[config.mk]
export PLATFORM = sky130hd
export DESIGN_NAME = subtractor_flat
export DESIGN_NICKNAME = d
export VERILOG_FILES = /design/src/rtl/subtractor_if.sv /design/src/rtl/subtractor.sv /design/src/flat_wrapper.sv
export SDC_FILE = /design/constraint.sdc
export NUM_CORES = 1
export LEC_CHECK = 0
export CORE_MARGIN = 3
export CORE_UTILIZATION = 28
export CTS_CLUSTER_SIZE = 25
export DETAILED_ROUTE_END_ITERATION = 10
export GPL_ROUTABILITY_DRIVEN = 0
export PLACE_DENSITY = 0.57
export SLEW_MARGIN = 10
export SYNTH_ARGS = -nofsm -noshare
export SYNTH_HDL_FRONTEND = slang
export SYNTH_SLANG_ARGS = --single-unit
[constraint.sdc]
create_clock -name aclk -period 2.35 [get_ports aclk]
set_input_delay 0.47 -clock aclk [delete_from_list [all_inputs] [get_ports aclk]]
set_output_delay 0.47 -clock aclk [all_outputs]
set_load 0.01 [all_outputs]
[src/rtl/subtractor_if.sv]
// Valid/ready stream bundle for the subtractor: operand side (in_*, a, b) and result side (out_*, d, borrow).
interface subtractor_if #(
  parameter int WIDTH = 32
);
  logic             in_valid;
  logic             in_ready;
  logic [WIDTH-1:0] a;
  logic [WIDTH-1:0] b;
  logic             out_valid;
  logic             out_ready;
  logic [WIDTH-1:0] d;
  logic             borrow;

  modport master (
    output in_valid, a, b, out_ready,
    input  in_ready, out_valid, d, borrow
  );

  modport slave (
    input  in_valid, a, b, out_ready,
    output in_ready, out_valid, d, borrow
  );
endinterface

[src/rtl/subtractor.sv]
// Pipelined unsigned subtractor d = a - b with borrow, LATENCY stages and a global-stall valid/ready pipeline.
// Build macro SUBTRACTOR_SATURATE_EN: clamp d to 0 whenever borrow is set.
module subtractor #(
  parameter int LATENCY = 1,
  parameter int WIDTH   = 32
) (
  input  logic        aclk,
  input  logic        arstn,
  input  logic        srst,
  subtractor_if.slave bus
);
  logic [WIDTH:0]   diff_full;
  logic [WIDTH-1:0] diff_res;
  logic             diff_borrow;

  always_comb begin
    diff_full   = {1'b0, bus.a} - {1'b0, bus.b};
    diff_borrow = diff_full[WIDTH];
`ifdef SUBTRACTOR_SATURATE_EN
    diff_res    = diff_borrow ? '0 : diff_full[WIDTH-1:0];
`else
    diff_res    = diff_full[WIDTH-1:0];
`endif
  end

  generate
    if (LATENCY == 0) begin : g_comb
      logic unused_clk_rst;
      assign unused_clk_rst = &{1'b0, aclk, arstn, srst};

      assign bus.out_valid = bus.in_valid;
      assign bus.in_ready  = bus.out_ready;
      assign bus.d         = diff_res;
      assign bus.borrow    = diff_borrow;
    end else begin : g_pipe
      logic [LATENCY-1:0] valid_q;
      logic [LATENCY-1:0] valid_d;
      logic [LATENCY-1:0] borrow_q;
      logic [LATENCY-1:0] borrow_d;
      logic [WIDTH-1:0]   d_q [LATENCY];
      logic [WIDTH-1:0]   d_d [LATENCY];
      logic               en;

      // Whole pipeline advances together; a stalled output freezes every stage.
      assign en = bus.out_ready | ~valid_q[LATENCY-1];

      always_comb begin
        valid_d  = valid_q;
        borrow_d = borrow_q;
        d_d      = d_q;
        if (srst) begin
          valid_d  = '0;
          borrow_d = '0;
          for (int i = 0; i < LATENCY; i++) begin
            d_d[i] = '0;
          end
        end else if (en) begin
          valid_d[0]  = bus.in_valid;
          borrow_d[0] = diff_borrow;
          d_d[0]      = diff_res;
          for (int i = 1; i < LATENCY; i++) begin
            valid_d[i]  = valid_q[i-1];
            borrow_d[i] = borrow_q[i-1];
            d_d[i]      = d_q[i-1];
          end
        end
      end

      always_ff @(posedge aclk or negedge arstn) begin
        if (!arstn) begin
          valid_q  <= '0;
          borrow_q <= '0;
          for (int i = 0; i < LATENCY; i++) begin
            d_q[i] <= '0;
          end
        end else begin
          valid_q  <= valid_d;
          borrow_q <= borrow_d;
          d_q      <= d_d;
        end
      end

      assign bus.in_ready  = en;
      assign bus.out_valid = valid_q[LATENCY-1];
      assign bus.d         = d_q[LATENCY-1];
      assign bus.borrow    = borrow_q[LATENCY-1];
    end
  endgenerate
endmodule

[src/flat_wrapper.sv]
// flat-port wrapper written by rule: the top's interface ports become plain ports
module subtractor_flat 
#(
  parameter int LATENCY = 1,
  parameter int WIDTH   = 32
)
  (aclk, arstn, srst, bus_in_valid, bus_a, bus_b, bus_out_ready, bus_in_ready, bus_out_valid, bus_d, bus_borrow);
  subtractor_if #(.WIDTH(WIDTH)) bus_i ();
  input  logic aclk;
  input  logic arstn;
  input  logic srst;
  input wire logic [$bits(bus_i.in_valid)-1:0] bus_in_valid;
  input wire logic [$bits(bus_i.a)-1:0] bus_a;
  input wire logic [$bits(bus_i.b)-1:0] bus_b;
  input wire logic [$bits(bus_i.out_ready)-1:0] bus_out_ready;
  output wire logic [$bits(bus_i.in_ready)-1:0] bus_in_ready;
  output wire logic [$bits(bus_i.out_valid)-1:0] bus_out_valid;
  output wire logic [$bits(bus_i.d)-1:0] bus_d;
  output wire logic [$bits(bus_i.borrow)-1:0] bus_borrow;
  assign bus_i.in_valid = bus_in_valid;
  assign bus_i.a = bus_a;
  assign bus_i.b = bus_b;
  assign bus_i.out_ready = bus_out_ready;
  assign bus_in_ready = bus_i.in_ready;
  assign bus_out_valid = bus_i.out_valid;
  assign bus_d = bus_i.d;
  assign bus_borrow = bus_i.borrow;
  subtractor #(.LATENCY(LATENCY), .WIDTH(WIDTH)) u_core (.aclk(aclk), .arstn(arstn), .srst(srst), .bus(bus_i));
endmodule
* Word level (Yosys, flattened, before mapping)
Index checks and enable logic that the tools add are counted.
Storage, ports and cells: register bits 34, bits in read-only memories 0, memories 0, RAM bits 0, output and inout port bits 35, latch bits 0
Operators by class: reductions and logical operators 1, eq/ne operators 0, div/mod/pow operators 0, add/subtract/negate cells 1, shift operators 0, magnitude comparators 0, mux-type cells 6, bitwise gates (word level) 2, multipliers 0
Operators with widths (number):
- $mux 32 | 2
- $sub 32x32->33 | 1
- $mux 1 | 4
- $reduce_bool 2->1 | 1
- $not 1->1 | 1
- $or 1x1->1 | 1

* Depth between registers and ports, before layout
Gate-level depths: netlist of the first run.
depth in word-level cells 4, gate-level depth with buffers 11, depth with buffers taken out 11

* Worst setup path after synthesis of the first run
OpenSTA, ideal clock, no wires.
kind input to register, from input bus_a[0], to register u_core.g_pipe.d_q (netlist bit u_core.bus.d[28]), cell stages on the path 11, slack -0.339 ns, data arrival time 2.598 ns, path buffers 0, setup time 0.092 ns, cell sequence inv_1 > ha_1 > fa_1 > nand2b_1 > a21oi_1 > o21ai_2 > a2111oi_4 > o211a_4 > o2111ai_2 > and3b_1 > o31ai_2
Between the ends: word-level cells in the longest chain between the ends 3
RTL lines:
- start: declaration | line flat_wrapper.sv:13 | input wire logic [$bits(bus_i.a)-1:0] bus_a;
- $sub 32x32->33 | line subtractor.sv:17 | diff_full = {1'b0, bus.a} - {1'b0, bus.b};
- $mux 32 | line subtractor.sv:57 | end else if (en) begin
- $mux 32 | line subtractor.sv:51 | if (srst) begin
- end signal: indexed assignment | line subtractor.sv:74 | d_q[i] <= '0;
- end signal: assignment | line subtractor.sv:79 | d_q <= d_d;
- end: declaration | line subtractor.sv:40 | logic [WIDTH-1:0] d_q [LATENCY];
No other way between the ends. The select of a mux whose other input is x is not followed. A chain may end at the register's enable or synchronous reset.

* Worst setup path in the final report of the first run
Ends and elaborated chain as after synthesis.

==> reports/qor.txt, run 1 <==
Status = complete, but fails checks
Failing checks = negative setup slack
Vias per cell = 4.93
Cell count after synthesis = 407
Initial antenna violation count = 0
Final WL = 11100 microns
Root Driver = clkbuf_16
Top-level I/O count = 104
CP top delay family = compound AO/OA/AOI/OAI gates
Hold crit path type = in -> async
Endpoint class of the critical path = flip-flop
Core area = 0.0110 sq mm
Largest net degree at the start of global routing = 41
Reg-to-reg critical path startpoint = u_core.bus.out_valid
Ordered list of cells on the worst path = buf_8, inv_12, ha_4, fa_2, nand2b_4, a21oi_4, o21ai_4, a2111oi_4, o211a_4, o2111ai_4, and3b_1, o31ai_2
Syn_nets = 510
Worst Path Arrival = 2.61 ns
Clock latency on the worst-skew pair = 0.28 ns
YS warnings = 0
Final Max Slew Viols = 0
Most frequent cells in the layout = 95 x buf_4, 58 x clkdlybuf4s50_1, 41 x nand2_1
Worst Skew = 0.00515 ns
Clock Pin Slew Worst Setup and Hold Paths = 0.06 ns
Total design power = 2740 uW
WS Path Type = in -> reg
Min Clock Period, post-route = 2.42 ns
# setup viols final = 4
Diodes inserted = 0
CTS tree = done
Worst-Margin Slew = 0.817 ns
CP required = 2.55 ns
EDFF count, synth = 0
Fin worst setup slack = -0.0680 ns
# port buffers = 103
Initial Utilization = 29.2%
R2R setup slack = 0.66 ns
Hpwl dp = 8260 microns
Crit start category = primary input
CP peak stage delay = 0.35 ns
Post-synthesis cell area = 0.00320 sq mm
GR Overflow Total = 0
Cells after DPL = 720
Die height = 113 microns
Vias in the first global route = 3721
Crit-path slowest cell = a2111oi_4
Fin cells = 748
Layout overhead on the synthesized area = 85.3%
Ys flop type = dfrtp_1
Initial drt markers = 174
P per Cell Area = 461 mW/mm^2
Total global-route track usage = 16.7%
Final net count = 710
Max Buffers Root-to-Sink = 2
Sequential area share after synthesis = 26.6%
Layout cells sized above 1 = 38.2%
Fmax = 0.414 GHz
First drt pass iteration count = 4
Leak Pwr = 0.00276 uW
Sink Count = 34
R2R cell count = 6
Final Util = 54.0%
Hold Vio Cnt, Final = 0
Wirelength per Cell = 14.8 microns
Tcrit/Tclk final = 103%
FP Rows = 38
CP Max Fanout = 3
First-pass GRT wire length = 17800 microns
Slew HR = 45.5%
Worst VDD drop = 0.000293 V
Ys async rst share = 100%
Most common cell after layout, fill and taps aside = buf_4
Residual DRC count = 0
Library cells used by synthesis = 52
Routed via count = 3691
Number of synthesized register bits = 34
Reg2reg end = u_core.bus.d[26]
Hold-fix buffers at CTS = 0
Worst path bufs/invs = 2
TritonCTS Buffers = 5
Synth Area per Inst = 7.87 sq um
RSZ-0062 raised after global routing = yes
Max-Cap Viols = 0
Final ANT Viol Nets = 0
Die area = 0.0128 sq mm
Die width = 113 microns
Setup TNS = -0.176 ns
CTS HTree Levels = 2
-- worst max-delay path by stage --
stage	from	end	slack, ns	depth (start not counted)
2_1_floorplan	bus_a[0]	u_core.bus.d[28]	-0.24	11
3_3_place_gp	bus_a[0]	u_core.bus.d[28]	-1.04	12
3_5_place_dp	bus_a[0]	u_core.bus.d[28]	-1.10	12
4_1_cts	bus_a[0]	u_core.bus.d[28]	-0.09	12
5_1_grt	bus_a[0]	u_core.bus.d[28]	-0.19	12
6_report	bus_a[0]	u_core.bus.d[28]	-0.07	12
-- power by group --
part	switching, uW	internal [uW]	leakage [uW]	total (uW)
Sequential	48.8	659	0.000439	708
Combinational	617	736	0.00225	1350
Clock	258	420	0.0000729	678
-- per-stage QoR --
step	hold slack, ns	cell area, sq um	worst slack, ns
3_5_place_dp	0.495	5140	-1.10
3_3_place_gp	0.479	5140	-1.04
6_report	0.281	5930	-0.0680
5_1_grt	0.340	5930	-0.190
2_1_floorplan	0.174	3360	-0.239
4_1_cts	0.311	5730	-0.0931
-- layer usage --
metal / share of wire [%] / GRT usage, % / vias up
li1: - / - / 1850
met3: 5.5 / 3.16 / 10
met2: 49 / 29.2 / 95
met4: 0.89 / 2.56 / 0
met1: 44 / 21.9 / 1736
met5: 0 / 0 / -
-- final cells by class --
type | count | area (sq um)
Fill cell | 1034 | 5050
Sequential cell | 34 | 851
Multi-Input combinational cell | 321 | 2800
Timing Repair Buffer | 207 | 1800
Clock inverter | 2 | 12.5
Tap cell | 140 | 175
Inverter | 38 | 159
Clock buffer | 6 | 139
-- cell usage after synthesis, types with 2 or more instances --
| cell type | n | area [sq um] |
|---|---|---|
| buf_1 | 3 | 11.3 |
| xor2_1 | 8 | 70.1 |
| a311o_1 | 2 | 20.0 |
| a21o_1 | 22 | 165 |
| a21boi_1 | 2 | 15.0 |
| inv_1 | 37 | 139 |
| nand4_1 | 3 | 18.8 |
| dfrtp_1 | 34 | 851 |
| o21a_1 | 6 | 45.0 |
| clkbuf_1 | 10 | 37.5 |
| and3_1 | 4 | 25.0 |
| xnor2_1 | 10 | 87.6 |
| nand2_1 | 48 | 180 |
| a31oi_1 | 6 | 37.5 |
| a41oi_1 | 4 | 35.0 |
| ha_1 | 33 | 413 |
| o21ai_0 | 15 | 75.1 |
| o21bai_1 | 2 | 15.0 |
| o211ai_1 | 2 | 15.0 |
| nand3b_1 | 2 | 15.0 |
| nor2_1 | 30 | 113 |
| o21ai_1 | 4 | 20.0 |
| or3_1 | 4 | 25.0 |
| nor3_1 | 8 | 40.0 |
| o2111ai_2 | 2 | 30.0 |
| a211o_1 | 2 | 17.5 |
| nand3_1 | 12 | 60.1 |
| a211oi_1 | 11 | 82.6 |
| and2_1 | 5 | 31.3 |
| o31a_1 | 5 | 43.8 |
| nand2b_1 | 5 | 31.3 |
| a21oi_1 | 43 | 215 |
| nor2b_1 | 4 | 25.0 |
-- kinds of logic after synthesis --
kind of cell,Yosys count,synth area share (%)
buffers and inverters,52,6.13
XOR/XNOR,18,4.92
adder cells (fa/ha/maj),34,13.5
flip-flops,34,26.6
AO/OA/AOI/OAI,139,29.9
AND/OR/NAND/NOR,130,18.9
-- sequential cells by signal (all words and copies together), names as in the netlist --
name                  count
u_core.bus.d             32
u_core.bus.out_valid      1
u_core.bus.borrow         1
-- what timing repair did --
item | 4_1_cts | 5_1_grt
setup buffers | 12 | 10
endpoints found under the setup margin | 28 | 17
resized for setup | 185 | 34
endpoints found under the hold margin | 0 | 0
pin swaps | 65 | 36
(Power assumes the default switching activity.)
==> run 2: changes to the inputs <==
--- a/config.mk
+++ b/config.mk
@@ -7,7 +7,6 @@
 export LEC_CHECK = 0
 export CORE_MARGIN = 3
 export CORE_UTILIZATION = 28
-export CTS_CLUSTER_SIZE = 25
 export DETAILED_ROUTE_END_ITERATION = 10
 export GPL_ROUTABILITY_DRIVEN = 0
 export PLACE_DENSITY = 0.57
==> results of run 2 <==
Same layout as run 1: the final DEF is identical, and so are final timing and power.
==> run 3: changes to the inputs <==
--- a/config.mk
+++ b/config.mk
@@ -9,7 +9,8 @@
 export CORE_UTILIZATION = 28
 export DETAILED_ROUTE_END_ITERATION = 10
 export GPL_ROUTABILITY_DRIVEN = 0
-export PLACE_DENSITY = 0.57
+export PLACE_DENSITY_LB_ADDON = 0.1
+export REMOVE_ABC_BUFFERS = 1
 export SLEW_MARGIN = 10
 export SYNTH_ARGS = -nofsm -noshare
 export SYNTH_HDL_FRONTEND = slang
==> run 3 against run 2 <==
  * The run still ends with negative setup slack left
  * Clock skew is essentially flat
  * Design area shrank 0.36%
  * Critical path depth grew 1
  * Cell count grew 0.40%
  * Sequential power shrank 0.8%
  * Largest cell class unchanged
  * Highest routed layer unchanged
==> reports/qor.txt, run 3 (synthesis results as in run 1) <==
Met1 usage = 22.2%
# port buffers = 103
Top-level I/O count = 104
First drt pass iteration count = 4
Min Clock Period, post-route = 2.41 ns
Final WL = 11400 microns
Initial drt markers = 132
Max Buffers Root-to-Sink = 2
GR Overflow Total = 0
Hold-fix buffers at CTS = 0
Clock Pin Slew Worst Setup and Hold Paths = 0.06 ns
Fin worst setup slack = -0.0637 ns
WS Path Type = in -> reg
Failing checks = negative setup slack
FP Rows = 38
Slew HR = 42.6%
Core area = 0.0110 sq mm
TritonCTS Buffers = 5
# setup viols final = 6
Vias in the first global route = 3837
Max FFs per register = 32
Most common cell after layout, fill and taps aside = buf_4
RSZ-0062 raised after global routing = yes
Die area = 0.0128 sq mm
Worst Path Arrival = 2.62 ns
Largest net degree at the start of global routing = 41
Crit-path slowest cell = fa_2
CTS tree = done
M2 GR Usage = 31.4%
Clock latency on the worst-skew pair = 0.28 ns
CP peak stage delay = 0.35 ns
Gr busiest metal = met2
Final Max Slew Viols = 0
Setup TNS = -0.253 ns
Max-Cap Viols = 0
Hold crit path type = in -> async
Root Driver = clkbuf_16
Worst-Margin Slew = 0.860 ns
Diodes inserted = 0
First-pass GRT wire length = 18400 microns
Hold Vio Cnt, Final = 0
Routed via count = 3710
Vias per cell = 4.94
Fmax = 0.414 GHz
Final Util = 53.8%
P per Cell Area = 501 mW/mm^2
Initial antenna violation count = 0
Initial Utilization = 29.2%
Leak Pwr = 0.00273 uW
Final ANT Viol Nets = 0
Final net count = 713
Die width = 113 microns
Die height = 113 microns
Worst VDD drop = 0.000328 V
Hpwl dp = 8140 microns
CTS HTree Levels = 2
Total global-route track usage = 17.3%
Worst Skew = 0.00514 ns
Residual DRC count = 0
Tcrit/Tclk final = 103%
Sink Count = 34
Most frequent cells in the layout = 104 x buf_4, 63 x clkdlybuf4s50_1, 43 x nand2_1
CP Max Fanout = 2
CP required = 2.56 ns
Met3 Use GR = 2.83%
Ordered list of cells on the worst path = buf_6, inv_4, ha_4, fa_2, nand2b_4, a21oi_4, o21ai_4, a2111oi_4, buf_4, o31a_1, a311o_1, nand3_1, a21oi_1
Layout overhead on the synthesized area = 84.7%
Layout cells sized above 1 = 38.6%
Wirelength per Cell = 15.2 microns
Endpoint class of the critical path = flip-flop
Crit start category = primary input
Status = complete, but fails checks
## run 3: path summary, 6_finish.rpt
check	cells past startpoint	slack [ns]	to	startpoint
worst min-delay path	1	0.30	u_core.bus.d[1]	arstn
worst max register to register	6	0.78	u_core.bus.d[26]	u_core.bus.out_valid
max in group asynchronous	1	1.51	u_core.bus.d[15]	arstn
worst min register to register	2	0.49	u_core.bus.borrow	u_core.bus.borrow
worst max-delay path	13	-0.06	u_core.bus.d[24]	bus_a[0]
min in group aclk	2	0.49	u_core.bus.borrow	u_core.bus.borrow
## run 3: power breakdown
| part | internal, uW | switching [uW] |
|---|---|---|
| logic | 728 | 610 |
| registers | 658 | 43.8 |
| clock network | 638 | 282 |
## run 3: cell type report
cell class	count	area, sq um
clock buffer	6	139
fill	1072	5070
timing repair buffer	210	1770
sequential	34	851
tap	140	175
multi-input combinational	321	2780
inverter	38	146
clock inverter	2	60.1
## run 3: worst max-delay path: cells and delay by family
kind / cells / cell delay, ns
buffers and inverters: 3 / 0.29
AO/OA/AOI/OAI: 6 / 1.11
adder cells (fa/ha/maj): 2 / 0.50
AND/OR/NAND/NOR: 2 / 0.24
## run 3: through the flow
step	hold slack (ns)	worst slack [ns]	std cells	total power (uW)	cell area, sq um
2_1_floorplan	0.174	-0.450	393	1250	3150
6_report	0.296	-0.0637	751	2960	5910
4_1_cts	0.340	-0.112	745	2930	5750
3_3_place_gp	0.471	-0.988	723	1830	5000
3_5_place_dp	0.478	-1.02	723	1840	5000
5_1_grt	0.369	-0.171	751	3130	5910
## run 3: layer usage
| metal | part of all wire [%] | routed length (microns) |
|---|---|---|
| met5 | 0 | 0 |
| met4 | 0.73 | 83 |
| met3 | 4.3 | 489 |
| met2 | 50 | 5680 |
| met1 | 45 | 5180 |
## run 3: timing repair
action | CTS | global route
buffers inserted | 15 | 8
resized for setup | 176 | 38
pin swaps | 77 | 40
setup endpoints to repair | 28 | 16
